[src/rtl/servile_sram_wb_arbiter.sv]
// Round-robin arbiter sharing one byte-wide SRAM between two 32-bit Wishbone-classic ports.
// Each word access is split into four byte accesses; the register file may pre-empt via i_hold.
module servile_sram_wb_arbiter #(
   parameter  int depth = 256,
   localparam int aw    = $clog2(depth)
) (
   input  logic          i_clk,
   input  logic          i_rst_n,
   input  logic          i_hold,
   input  logic [aw-3:0] i_wb0_adr,
   input  logic [31:0]   i_wb0_dat,
   input  logic [3:0]    i_wb0_sel,
   input  logic          i_wb0_we,
   input  logic          i_wb0_stb,
   output logic          o_wb0_ack,
   input  logic [aw-3:0] i_wb1_adr,
   input  logic [31:0]   i_wb1_dat,
   input  logic [3:0]    i_wb1_sel,
   input  logic          i_wb1_we,
   input  logic          i_wb1_stb,
   output logic          o_wb1_ack,
   output logic [31:0]   o_wb_rdt,
   output logic [aw-1:0] o_sram_addr,
   output logic [7:0]    o_sram_wdata,
   output logic          o_sram_wen,
   output logic          o_sram_ren,
   input  logic [7:0]    i_sram_rdata,
   output logic          o_busy
);

   typedef enum logic [1:0] {IDLE, XFER, DONE} state_t;

   state_t        state;
   state_t        state_next;
   logic          grant;
   logic          last_grant;
   logic          pick;
   logic          any_stb;
   logic [aw-3:0] adr_q;
   logic [31:0]   dat_q;
   logic [3:0]    sel_q;
   logic          we_q;
   logic [1:0]    bsel;
   logic          rd_issue;
   logic [1:0]    rd_idx;
   logic [31:0]   rdt;
   logic [31:0]   rdt_next;

   assign any_stb = i_wb0_stb | i_wb1_stb;
   assign pick    = (i_wb0_stb & i_wb1_stb) ? ~last_grant : i_wb1_stb;

   always_ff @(posedge i_clk or negedge i_rst_n) begin
      if (!i_rst_n) state <= IDLE;
      else          state <= state_next;
   end

   always_comb begin
      state_next = state;
      o_sram_wen = 1'b0;
      o_sram_ren = 1'b0;
      o_wb0_ack  = 1'b0;
      o_wb1_ack  = 1'b0;
      case (state)
         IDLE: begin
            if (any_stb) state_next = XFER;
         end
         XFER: begin
            if (!i_hold) begin
               if (we_q) o_sram_wen = sel_q[bsel];
               else      o_sram_ren = 1'b1;
               if (bsel == 2'd3) state_next = DONE;
            end
         end
         DONE: begin
            o_wb0_ack  = ~grant;
            o_wb1_ack  = grant;
            state_next = IDLE;
         end
         default: state_next = IDLE;
      endcase
   end

   // The last read byte arrives during DONE, so it is merged combinationally into the output word.
   always_comb begin
      rdt_next = rdt;
      if (rd_issue) rdt_next[{rd_idx, 3'b000} +: 8] = i_sram_rdata;
   end

   always_ff @(posedge i_clk or negedge i_rst_n) begin
      if (!i_rst_n) begin
         grant      <= 1'b0;
         last_grant <= 1'b1;
         adr_q      <= '0;
         dat_q      <= '0;
         sel_q      <= '0;
         we_q       <= 1'b0;
         bsel       <= 2'd0;
         rd_issue   <= 1'b0;
         rd_idx     <= 2'd0;
         rdt        <= '0;
      end else begin
         rd_issue <= o_sram_ren;
         rd_idx   <= bsel;
         rdt      <= rdt_next;
         case (state)
            IDLE: begin
               if (any_stb) begin
                  grant <= pick;
                  adr_q <= pick ? i_wb1_adr : i_wb0_adr;
                  dat_q <= pick ? i_wb1_dat : i_wb0_dat;
                  sel_q <= pick ? i_wb1_sel : i_wb0_sel;
                  we_q  <= pick ? i_wb1_we  : i_wb0_we;
                  bsel  <= 2'd0;
               end
            end
            XFER: begin
               if (!i_hold) bsel <= bsel + 2'd1;
            end
            DONE: begin
               last_grant <= grant;
            end
            default: ;
         endcase
      end
   end

   assign o_sram_addr  = {adr_q, bsel};
   assign o_sram_wdata = dat_q[{bsel, 3'b000} +: 8];
   assign o_wb_rdt     = rdt_next;
   assign o_busy       = (state != IDLE);

endmodule

[config.mk]
export PLATFORM = sky130hd
export DESIGN_NAME = servile_sram_wb_arbiter
export DESIGN_NICKNAME = d
export VERILOG_FILES = /design/src/rtl/servile_sram_wb_arbiter.sv
export SDC_FILE = /design/constraint.sdc
export NUM_CORES = 1
export LEC_CHECK = 0
export CELL_PAD_IN_SITES_DETAIL_PLACEMENT = 0
export CELL_PAD_IN_SITES_GLOBAL_PLACEMENT = 1
export CORE_ASPECT_RATIO = 1.75
export CORE_MARGIN = 3
export CORE_UTILIZATION = 25
export DETAILED_ROUTE_END_ITERATION = 10
export GPL_TIMING_DRIVEN = 0
export PLACE_DENSITY_LB_ADDON = 0.3
export SLEW_MARGIN = 30
export SYNTH_ARGS = -nofsm -noshare
export SYNTH_HDL_FRONTEND = slang
export SYNTH_SLANG_ARGS = --single-unit
[constraint.sdc]
create_clock -name i_clk -period 2.2 [get_ports i_clk]
set_input_delay 0.33 -clock i_clk [delete_from_list [all_inputs] [get_ports i_clk]]
set_output_delay 0.33 -clock i_clk [all_outputs]
set_load 0.05 [all_outputs]
==> qor.csv <==
stage,metric,value,unit
sta,Slew Limit Fails,0,
global_route,met2 Track Usage GR,24.6,%
synthesis,post-synthesis instance area,4320,um^2
worst_setup_path,CP Capture Type,output pin,
route,Vias,3024,
synthesis,post-synthesis average cell area,15.5,um^2
clock_tree,Num Clock Sinks,84,
global_route,initial antenna violation count,0,
worst_setup_path,worst setup path category,reg2out,
synthesis,Seq cells post-synth,84,
final_layout,layout cells sized above 1,49.8,%
floorplan,Die X,105,um
route,vias per cell,4.34,
sta,Setup Viol. Count Final,21,
clock_tree,clk slew on worst S/H paths,0.07,ns
clock_tree,TritonCTS clock tree,done,
clock_tree,Root Driver,clkbuf_16,
synthesis,sequential area share after synthesis,48.7,%
synthesis,Syn Inst Count,279,
worst_setup_path,Crit path arrival time,1.91,ns
run,Max Cap Viol,0,
place,Post-Place Cells,658,
sta,RSZ-0062 raised after global routing,yes,
global_route,total grt overflow,0,
worst_setup_path,reg2reg path depth,3,
run_status,status,finished with violations,
sta,Setup Skew,0.0113,ns
global_route,first-pass GRT wire length,19000,um
route,Post-DRT Antenna Nets,0,
worst_setup_path,Critical R2R Launch,state[1]$_DFFE_PN0P_,
global_route,grt peak-use layer,met2,
worst_setup_path,CP Launch Type,register,
power_and_ir_drop,Peak VDD IR,0.000684,V
final_layout,Final Net Count,570,
floorplan,die area,19000,um^2
place,HPWL after detailed placement,9330,um
final_layout,Final Util,41.4,%
worst_setup_path,"setup slack, reg-to-reg",0.39,ns
route,Iter 0 DRT Violations,64,
place,PortBufs,151,
synthesis,Main synth FF type,dfrtp_1,
synthesis,asr flop ratio synth,100,%
floorplan,I/O Pins,152,
final_layout,fin cells,697,
synthesis,Ys Warns,0,
final_layout,Sequential Area,2110,um^2
sta,setup TNS,-0.403,ns
power_and_ir_drop,Cell Pwr Density,1360,nW/um^2
power_and_ir_drop,Overall Power,0.00953,W
floorplan,Die H,180,um
global_route,largest net degree at the start of global routing,55,
final_layout,area delta synth->final,62.2,%
place,gpl congestion,0.795,
worst_setup_path,worst endpoint required time,1.87,ns
global_route,met3 Use GR,2.59,%
sta,fin crit share,102,%
synthesis,Syn Nets,384,
clock_tree,htree depth,3,
sta,final setup margin,-0.0364,ns
sta,Least-Margin Pin Slew,0.556,ns
clock_tree,Clock Tree Buf Depth,2,
final_layout,# fillers,1598,
global_route,M1 GR Usage,14.1,%
run_status,failing checks,setup timing,
global_route,vias in the first global route,3350,
hold_path,Worst Hold Class,in2async,
floorplan,area of the core,16900,um^2
floorplan,Rows,63,
synthesis,number of flops mapped to enable cells by yosys,0,
clock_tree,CTS buffer count,9,
final_layout,Antenna Cells,0,
sta,slew margin rel.,62.8,%
worst_setup_path,crit-path max FO,6,
route,Residual DRC,0,
route,WL final,12600,um
global_route,all-layer global routing usage,12.9,%
clock_tree,clock latency at the later pin of the worst-skew pair,0.33,ns
route,drt wl/cell,18.1,um
floorplan,Starting Density,25.5,%
sta,f_max,0.447,GHz
route,first-pass detailed-route iteration total,4,
synthesis,post-synthesis cell type count,32,
sta,crit path time final,2.24,ns
power_and_ir_drop,static leakage,3.23,nW
final_layout,area of the multi-input gates,2320,um^2
worst_setup_path,worst flop-to-flop path endpoint,adr_q[0]$_DFFE_PN0P_,
sta,Fin. Hold Viols,0,
[cell families after synthesis]
family	count (synthesis)	synth area share, %
mux	95	33.9
flops	84	48.7
compound gates	41	7.53
simple gates	32	4.26
buf+inv	21	3.91
fa+ha+maj	6	1.74
[worst max path at each step]
stage	depth (start not counted)	startpoint	to
3_3_place_gp	1	i_rst_n	dat_q[11]$_DFFE_PN0P_
2_1_floorplan	5	rd_idx[0]$_DFF_PN0_	o_wb_rdt[8]
5_1_grt	7	rd_idx[0]$_DFF_PN0_	o_wb_rdt[3]
4_1_cts	6	rd_idx[0]$_DFF_PN0_	o_wb_rdt[27]
6_report	7	rd_idx[1]$_DFF_PN0_	o_wb_rdt[19]
3_5_place_dp	7	rd_idx[0]$_DFF_PN0_	o_wb_rdt[27]
[Yosys cell counts (all sizes together), types with 2 or more instances]
cell type	count	area share, %
mux2	86	29
dfrtp	83	48
a22o	28	5.7
nand2	12	1.1
buf	11	3.0
mux4	9	4.7
o21ai	7	0.81
ha	6	1.7
inv	6	0.52
nor2	6	0.52
clkbuf	4	0.35
and3	2	0.29
and4	2	0.41
nand3	2	0.23
nor2b	2	0.29
nor3b	2	0.35
[metal layers]
layer | vias up | wire [um]
li1 | 1405 | -
met1 | 1503 | 4680
met4 | 0 | 185
met5 | - | 0
met3 | 11 | 561
met2 | 105 | 7160
[stage by stage]
step,setup slack [ns],hold slack (ns),area [um^2]
3_5_place_dp,-1.08,0.236,6180
6_report,-0.0364,0.447,7010
4_1_cts,-0.0504,0.428,6790
2_1_floorplan,-0.359,0.0344,4350
5_1_grt,-0.103,0.468,7010
3_3_place_gp,-2.33,0.417,6150
[final cells by class]
| class | instances | area share, % |
|---|---|---|
| plain buffers | 12 | 2.16 |
| clock buffers | 11 | 3.46 |
| clock inverters | 5 | 0.857 |
| inverters | 6 | 0.357 |
| multi-input cells | 174 | 33.0 |
| flip-flops and latches | 84 | 30.0 |
| well taps | 227 | 4.05 |
| repair buffers | 178 | 26.0 |
[worst max-delay path, cell delays in order, from the launching register on]
cell and delay, ns:
dfrtp_1 0.36, inv_2 0.07, ha_4 0.30, nor2b_4 0.17
and4_4 0.27, buf_12 0.13, a22o_4 0.13, buf_8 0.14
[where the power goes]
group	internal (W)	switching (W)
combinational	0.00258	0.00283
clock	0.000915	0.000616
sequential	0.00220	0.000383
total	0.00569	0.00383
[sequential cells by signal, summed over array words and instances (netlist names)]
name        cells
state           2
adr_q           6
grant           1
sel_q           4
bsel            2
rd_idx          2
last_grant      1
dat_q          32
rdt            32
we_q            1
rd_issue        1
[timing repair]
item | CTS | global route
hold buffers | 1 | 0
pin swaps | 11 | 14
hold endpoints to repair | 30 | 0
cloned | 0 | 0
resized for setup | 328 | 27
setup buffers | 10 | 15
endpoints found under the setup margin | 54 | 35
[placed cells by master, fill, tap and decap left out, types with 2 or more instances in the layout]
| cell | n |
|---|---|
| o21ai_0 | 3 |
| nand3_1 | 2 |
| buf_12 | 5 |
| dfrtp_1 | 81 |
| a22o_4 | 19 |
| dfrtp_2 | 2 |
| a22o_2 | 3 |
| o21ai_1 | 3 |
| mux2_2 | 8 |
| nand2_4 | 3 |
| clkbuf_4 | 3 |
| buf_2 | 8 |
| clkbuf_16 | 9 |
| dlygate4sd2_1 | 2 |
| mux4_2 | 9 |
| nor2_1 | 6 |
| buf_6 | 16 |
| and4_4 | 2 |
| a22o_1 | 6 |
| nand2_1 | 8 |
| buf_4 | 27 |
| ha_1 | 5 |
| mux2_4 | 78 |
| buf_8 | 20 |
| clkdlybuf4s50_1 | 105 |
| inv_1 | 4 |
Power figures use the tool's default switching activity.
